===== src/rtl/triangle_assembler.sv =====
// Groups accepted vertices into triangle records and queues them in a FWFT FIFO
// toward the rasteriser. Optional degenerate-triangle culling: TRI_ASM_CULL_EN.
module triangle_assembler #(
  parameter int FIFO_DEPTH = 4,
  parameter int ERR_W      = 8
) (
  input  logic                          clk,
  input  logic                          rst,
  input  logic [47:0]                   vertex_in,
  input  logic [15:0]                   color_in,
  input  logic                          new_triangle_in,
  input  logic                          active_in,
  output logic                          tri_valid,
  input  logic                          tri_ready,
  output logic [47:0]                   tri_v0,
  output logic [47:0]                   tri_v1,
  output logic [47:0]                   tri_v2,
  output logic [15:0]                   tri_color,
  output logic [$clog2(FIFO_DEPTH):0]   fifo_count,
  output logic                          overflow,
  output logic [ERR_W-1:0]              err_count,
  output logic [ERR_W-1:0]              cull_count
);

  localparam int PTR_W = $clog2(FIFO_DEPTH);
  localparam int CNT_W = PTR_W + 1;
  localparam int REC_W = 3 * 48 + 16;

  typedef enum logic [1:0] {WAIT0, GOT1, GOT2} state_t;

  state_t      state, state_next;
  logic [47:0] v0_r, v1_r;
  logic [15:0] color_r;
  logic        cap_v0, cap_v1, abort, complete, push_req;

  // Vertex grouping FSM
  always_comb begin
    state_next = state;
    cap_v0     = 1'b0;
    cap_v1     = 1'b0;
    abort      = 1'b0;
    complete   = 1'b0;
    if (active_in) begin
      case (state)
        WAIT0: begin
          if (new_triangle_in) begin
            cap_v0     = 1'b1;
            state_next = GOT1;
          end
        end
        GOT1: begin
          if (new_triangle_in) begin
            abort      = 1'b1;
            cap_v0     = 1'b1;
            state_next = GOT1;
          end else begin
            cap_v1     = 1'b1;
            state_next = GOT2;
          end
        end
        GOT2: begin
          if (new_triangle_in) begin
            abort      = 1'b1;
            cap_v0     = 1'b1;
            state_next = GOT1;
          end else begin
            complete   = 1'b1;
            state_next = WAIT0;
          end
        end
        default: state_next = WAIT0;
      endcase
    end
  end

  always_ff @(posedge clk) begin
    if (rst) begin
      state   <= WAIT0;
      v0_r    <= '0;
      v1_r    <= '0;
      color_r <= '0;
    end else begin
      state <= state_next;
      if (cap_v0) begin
        v0_r    <= vertex_in;
        color_r <= color_in;
      end
      if (cap_v1) v1_r <= vertex_in;
    end
  end

`ifdef TRI_ASM_CULL_EN
  logic degenerate;
  assign degenerate = (v0_r == v1_r) || (v1_r == vertex_in) || (v0_r == vertex_in);
  assign push_req   = complete && !degenerate;

  always_ff @(posedge clk) begin
    if (rst) begin
      cull_count <= '0;
    end else if (complete && degenerate && (cull_count != '1)) begin
      cull_count <= cull_count + ERR_W'(1);
    end
  end
`else
  assign push_req   = complete;
  assign cull_count = '0;
`endif

  always_ff @(posedge clk) begin
    if (rst) begin
      err_count <= '0;
    end else if (abort && (err_count != '1)) begin
      err_count <= err_count + ERR_W'(1);
    end
  end

  // The completed record is staged one cycle before entering the FIFO, which
  // gives the two-edge vertex-to-valid latency; full/drop is judged at write time.
  logic             stg_valid;
  logic [REC_W-1:0] stg_rec;

  always_ff @(posedge clk) begin
    if (rst) begin
      stg_valid <= 1'b0;
      stg_rec   <= '0;
    end else begin
      stg_valid <= push_req;
      if (push_req) stg_rec <= {v0_r, v1_r, vertex_in, color_r};
    end
  end

  logic [REC_W-1:0] mem [FIFO_DEPTH];
  logic [PTR_W-1:0] wr_ptr, rd_ptr;
  logic [CNT_W-1:0] count;
  logic             full, pop, wr_en, drop;

  assign full  = (count == CNT_W'(FIFO_DEPTH));
  assign pop   = tri_valid && tri_ready;
  assign wr_en = stg_valid && (!full || pop);
  assign drop  = stg_valid && full && !pop;

  always_ff @(posedge clk) begin
    if (rst) begin
      for (int unsigned i = 0; i < FIFO_DEPTH; i++) mem[i] <= '0;
      wr_ptr   <= '0;
      rd_ptr   <= '0;
      count    <= '0;
      overflow <= 1'b0;
    end else begin
      if (wr_en) begin
        mem[wr_ptr] <= stg_rec;
        wr_ptr      <= wr_ptr + PTR_W'(1);
      end
      if (pop) rd_ptr <= rd_ptr + PTR_W'(1);
      case ({wr_en, pop})
        2'b10:   count <= count + CNT_W'(1);
        2'b01:   count <= count - CNT_W'(1);
        default: count <= count;
      endcase
      if (drop) overflow <= 1'b1;
    end
  end

  assign tri_valid  = (count != '0);
  assign fifo_count = count;
  assign {tri_v0, tri_v1, tri_v2, tri_color} = mem[rd_ptr];

endmodule

===== config.mk =====
export PLATFORM = sky130hd
export DESIGN_NAME = triangle_assembler
export DESIGN_NICKNAME = d
export VERILOG_FILES = /design/src/rtl/triangle_assembler.sv
export SDC_FILE = /design/constraint.sdc
export NUM_CORES = 1
export LEC_CHECK = 0
export BUFFER_PORTS_ARGS = -buffer_cell sky130_fd_sc_hd__buf_4
export CORE_ASPECT_RATIO = 1.5
export CORE_MARGIN = 8
export CORE_UTILIZATION = 53
export CTS_CLUSTER_DIAMETER = 150
export CTS_CLUSTER_SIZE = 12
export DETAILED_ROUTE_END_ITERATION = 8
export PLACE_DENSITY = 0.82
export RECOVER_POWER = 25
export SETUP_SLACK_MARGIN = 0.5
export SYNTH_ARGS = -nofsm -noshare
export SYNTH_HDL_FRONTEND = slang
export SYNTH_SLANG_ARGS = --single-unit

===== constraint.sdc =====
create_clock -name clk -period 12.2 [get_ports clk]
set_input_delay 0.61 -clock clk [delete_from_list [all_inputs] [get_ports clk]]
set_output_delay 0.61 -clock clk [all_outputs]
set_load 0.01 [all_outputs]

## After elaboration in Yosys (flattened, before gate mapping)

Memories as Yosys holds them, arrays and structs flattened. A register that Yosys moved wholly into a read port is not among the register bits.
Index checks and enable logic that the tools add are counted.

| cells by class | value |
|---|---|
| order comparisons | 0 |
| div/mod/pow operators | 0 |
| shifts and indexed selects | 0 |
| bitwise logic cells | 0 |
| reductions and logical operators | 15 |
| equal/unequal tests | 7 |
| $mul | 0 |
| mux-type cells | 25 |
| add/subtract/negate cells | 5 |

Operators with widths:

| kind | number |
|---|---|
| $mux 160 | 1 |
| $reduce_or 160->1 | 1 |
| $mux 1 | 17 |
| $mux 2 | 5 |
| $add 8x1->8 const B | 1 |
| $ne 8x8->1 const B | 1 |
| $pmux 2 s3 | 1 |
| $pmux 3 s2 | 1 |
| $logic_and 1x1->1 | 5 |
| $add 2x1->2 const B | 2 |
| $eq 2x1->1 const B | 2 |
| $eq 2x2->1 const B | 2 |
| $add 3x1->3 const B | 1 |
| $eq 3x3->1 const B | 1 |
| $reduce_bool 3->1 | 1 |
| $reduce_or 3->1 | 1 |
| $sub 3x1->3 const B | 1 |
| $logic_not 1->1 | 2 |
| $logic_not 2->1 | 1 |
| $ne 2x2->1 const B | 1 |
| $reduce_and 2->1 | 1 |
| $reduce_bool 2->1 | 1 |
| $reduce_or 2->1 | 1 |
| $logic_or 1x1->1 | 1 |

| word-level totals | value |
|---|---|
| logic and storage cells | 64 |
| memory bits (read-only) | 0 |
| register bits after elaboration | 291 |
| output and inout port bits | 181 |
| memories | 1 |
| RAM bits | 640 |
| latch bits | 0 |
| bits of input ports | 69 |

Memories:

| memory | depth | width | rd ports | clocked after memory_dff | wr ports | RTL line | text |
|---|---|---|---|---|---|---|---|
| mem | 4 | 160 | 1 | 1 | 4 | 132 | `logic [REC_W-1:0] mem [FIFO_DEPTH];` |

## Longest topological paths before layout

| depth | value |
|---|---|
| depth after elaboration | 9 |
| mapped depth | 8 |
| depth with buffers taken out | 8 |

## Worst setup path after synthesis

OpenSTA, ideal clock, no wires.

| timing | value |
|---|---|
| kind | in2reg |
| start | input tri_ready |
| end | memory mem[2][0] in the netlist's numbering (enable) |
| path buffers | 0 |
| required time | 11,487 ps |
| data arrival time | 8,205 ps |
| stages | 3 |
| slack | 3,282 ps |
| cells stage by stage | or4b_4 > nand2_1 > o21bai_1 |

RTL lines:

| item | RTL line | text |
|---|---|---|
| from (decl) | 14 | `input logic tri_ready,` |
| to (decl) | 132 |  |

==> results.md <==
* Status: finished, violations left
* DRC violations left at 0
* Post-Layout Cell Count at 4019
* Detail Placement HPWL at 53.27 mm
* Worst Setup Start Kind: register
* Share of cells above drive strength 1 at 0.1656
* Synth top area share at 0.5080
* Skew-Pair Late Insertion Delay at 0.65 ns
* Data required time at the worst endpoint at 12.17 ns
* Failing checks: capacitance limit, slew limit
* Final Hold Fails at 0
* Worst min-delay path class: in2reg
* Total Nets Final at about 3100
* Clk Tree Root Cell: clkbuf_16
* Pin count of the biggest net entering global routing at approximately 190
* Netlist cell types at 46
* Final core occ at 0.5981
* Mapped Avg Cell Area at between 10 and 15 sq um
* CORE AREA at 71020 sq um
* Number of global-route vias before repair at 23530
* Yosys top cell by area: edfxtp_1
* Initial Util at 0.5327
* DIE AREA at 80370 sq um
* Power Density at about 150 nW/um^2
* Leakage at ~15 nW
* MaxCap Viol Count at 11
* Io pins at 250
* Die Ht at roughly 340 um
* Grt peak-use layer: met2
* Area Growth Syn to Fin at 12.27%
* Vias per cell at 5.668
* Final setup viols at 0
* Cells after Synth at 2854
* # rows at 120
* Critical path peak fanout at approximately 130
* WL final at between 90 and 100 mm
* Number of synthesized register bits at ~930
* Clk pwr share at 0.404
* Cts repair resizes at 0
* Detail Route Antenna Nets at 0
* Peak VDD IR at 140.0 uV
* FFs w/ async S/R, synth at 0
* Synth Flop Type: edfxtp_1
* Die W at around 230 um
* Setup TNS Final at 0 ns
* Hold_buf cts at 0
* Synth warn at 0
* Final Cell Area at 42480 sq um
* DR iter-0 viols at 1806
* Power share of the combinational group at 0.034
* Most common cell after layout, fill and taps aside: edfxtp_1
* Total track usage at 0.2319
* Met3 usage at 0.04604
* Met2 Usage GRT at 0.4042
* Critical Path AT at 8.03 ns
* P_sw at 1.314 mW
* Port Buffers at between 200 and 250
* Kind of critical path: reg2reg
* Placed Instances at ~3800
* Global-route wire length before repair at 140.3 mm
* H-tree depth at 3
* Clock Sink Count at around 930
* Gpl congestion at 0.7524
* Sequential Power Share at 0.561
* Crit end category: register
* Syn Std Cell Area at 37830 sq um
* Clock tree buffer depth at 3
* GR Overflow Total at 0
* Most area-consuming cells after synthesis: edfxtp_1 51%, dfxtp_1 16%, and2_1 11%
* Slew headroom at -4.927
* CTS clk-pin slew, worst paths at 0.06 ns
* DR WL/cell at 23.17 um
* M1 GR Usage at 0.2781
* Post-layout min period at just over 8 ns
* Int Power at just under 5 mW
* Fin crit share at 0.6608
* Most frequent cells in the layout: 640 x edfxtp_1, 571 x and2_1, 551 x nand2_1
* RSZ-0062 raised after global routing: false
* Post-CTS Setup Inserts at 0
* TritonRoute pass-1 iters at 5
* Number of synthesized flops with an enable pin at 640
* Cell Area, Placed at 40050 sq um
* Clk_skew at 0.02436 ns
* Routed via count at 22780
* Pins over their slew limit at 833
* Peak Freq at around 120 MHz
* Proportion of synthesized chip area in sequential cells at 0.6630
* Initial antenna violation count at 18
* Total CTS buffers at 87
* CTS tree: built
* Sw frac at 0.2115
* Slew at the pin closest to its max-slew limit at roughly 8.9 ns
==> routing by layer <==
metal  up-vias  wire (um)
met1     11460      35010
li1      10250          -
met4         2       3529
met5         -         10
met3       179       6683
met2       892      47900
==> state kept, by name (all words and copies together), names as in the netlist, 3 cells and up, named ones only <==
register    flops
v1_r           48
fifo_count      3
color_r        16
mem           640
v0_r           48
stg_rec       160
err_count       8
==> cells in the mapped netlist, types with 2 or more instances <==
| cell | instances |
|---|---|
| edfxtp_1 | 640 |
| buf_4 | 8 |
| nand2_1 | 553 |
| o21ai_0 | 3 |
| nor2_1 | 22 |
| buf_6 | 33 |
| o211ai_1 | 2 |
| mux4_2 | 160 |
| or2_2 | 2 |
| buf_1 | 9 |
| nor3b_2 | 2 |
| and2_1 | 640 |
| nand3_1 | 2 |
| dfxtp_1 | 293 |
| and3_1 | 2 |
| xnor2_1 | 2 |
| xor2_1 | 10 |
| buf_2 | 29 |
| a21oi_1 | 276 |
| inv_1 | 7 |
| or3_1 | 2 |
| ha_1 | 6 |
| nor2b_1 | 2 |
| clkbuf_1 | 127 |
==> logic make-up after synthesis <==
| logic type | after synthesis | share of synthesized area |
|---|---|---|
| muxes | 162 | 0.09581 |
| xor gates and xnor gates | 12 | 0.002778 |
| adders and majority gates | 7 | 0.002513 |
| DFF | 933 | 0.6630 |
| and+or+nand+nor | 1239 | 0.1677 |
| AOI/OAI and AO/OA | 287 | 0.03863 |
| other | 1 | 0.00009912 |
| buffers and inverters | 213 | 0.02943 |
==> path summary, 6_finish.rpt <==
check	start	end	slack, ns	cells after the start
worst max-delay path	fifo_count[0]	mem[2][103]	4.14	4
worst min-delay path	color_in[13]	color_r[13]	0.22	3
worst max register to register	fifo_count[0]	mem[2][103]	4.14	4
worst min register to register	v1_r[7]	stg_rec[71]	0.45	2
==> critical path: stages, from the launching register on <==
cell      delay (ns)
dfxtp_1         0.45
or4b_1          0.25
nand2_1         0.16
o21bai_1        0.21
clkbuf_1        6.17
==> cell type report <==
| cell class | count | area [sq um] |
|---|---|---|
| Clock buffer | 156 | 2457 |
| Inverter | 7 | 26.28 |
| Multi-Input combinational cell | 1715 | 11670 |
| Timing Repair Buffer | 267 | 1946 |
| Sequential cell | 933 | 25090 |
| Tap cell | 915 | 1145 |
| Clock inverter | 7 | 91.34 |
| Antenna cell | 19 | 47.55 |
| Fill cell | 5412 | 28540 |
==> power groups by stage <==
stage / Clock [mW] / Sequential [mW] / Combinational (mW)
after floorplan: 0 / 3.55 / 0.109
after global placement: 0 / 3.54 / 0.216
after detailed placement: 0 / 3.55 / 0.217
after CTS: 2.55 / 3.48 / 0.217
after global routing: 2.67 / 3.50 / 0.227
final: 2.51 / 3.49 / 0.213
==> stage by stage <==
| step | power, mW | hold slack (ns) | worst slack [ns] |
|---|---|---|---|
| detailed placement | 3.767 | 0.4422 | 7.871 |
| CTS | 6.250 | 0.1822 | 7.171 |
| floorplan | 3.661 | 0.4321 | 3.282 |
| global route | 6.389 | 0.1913 | 3.637 |
| global placement | 3.760 | 0.4355 | 7.867 |
| finish | 6.214 | 0.2152 | 4.139 |
Power figures use the tool's default switching activity.
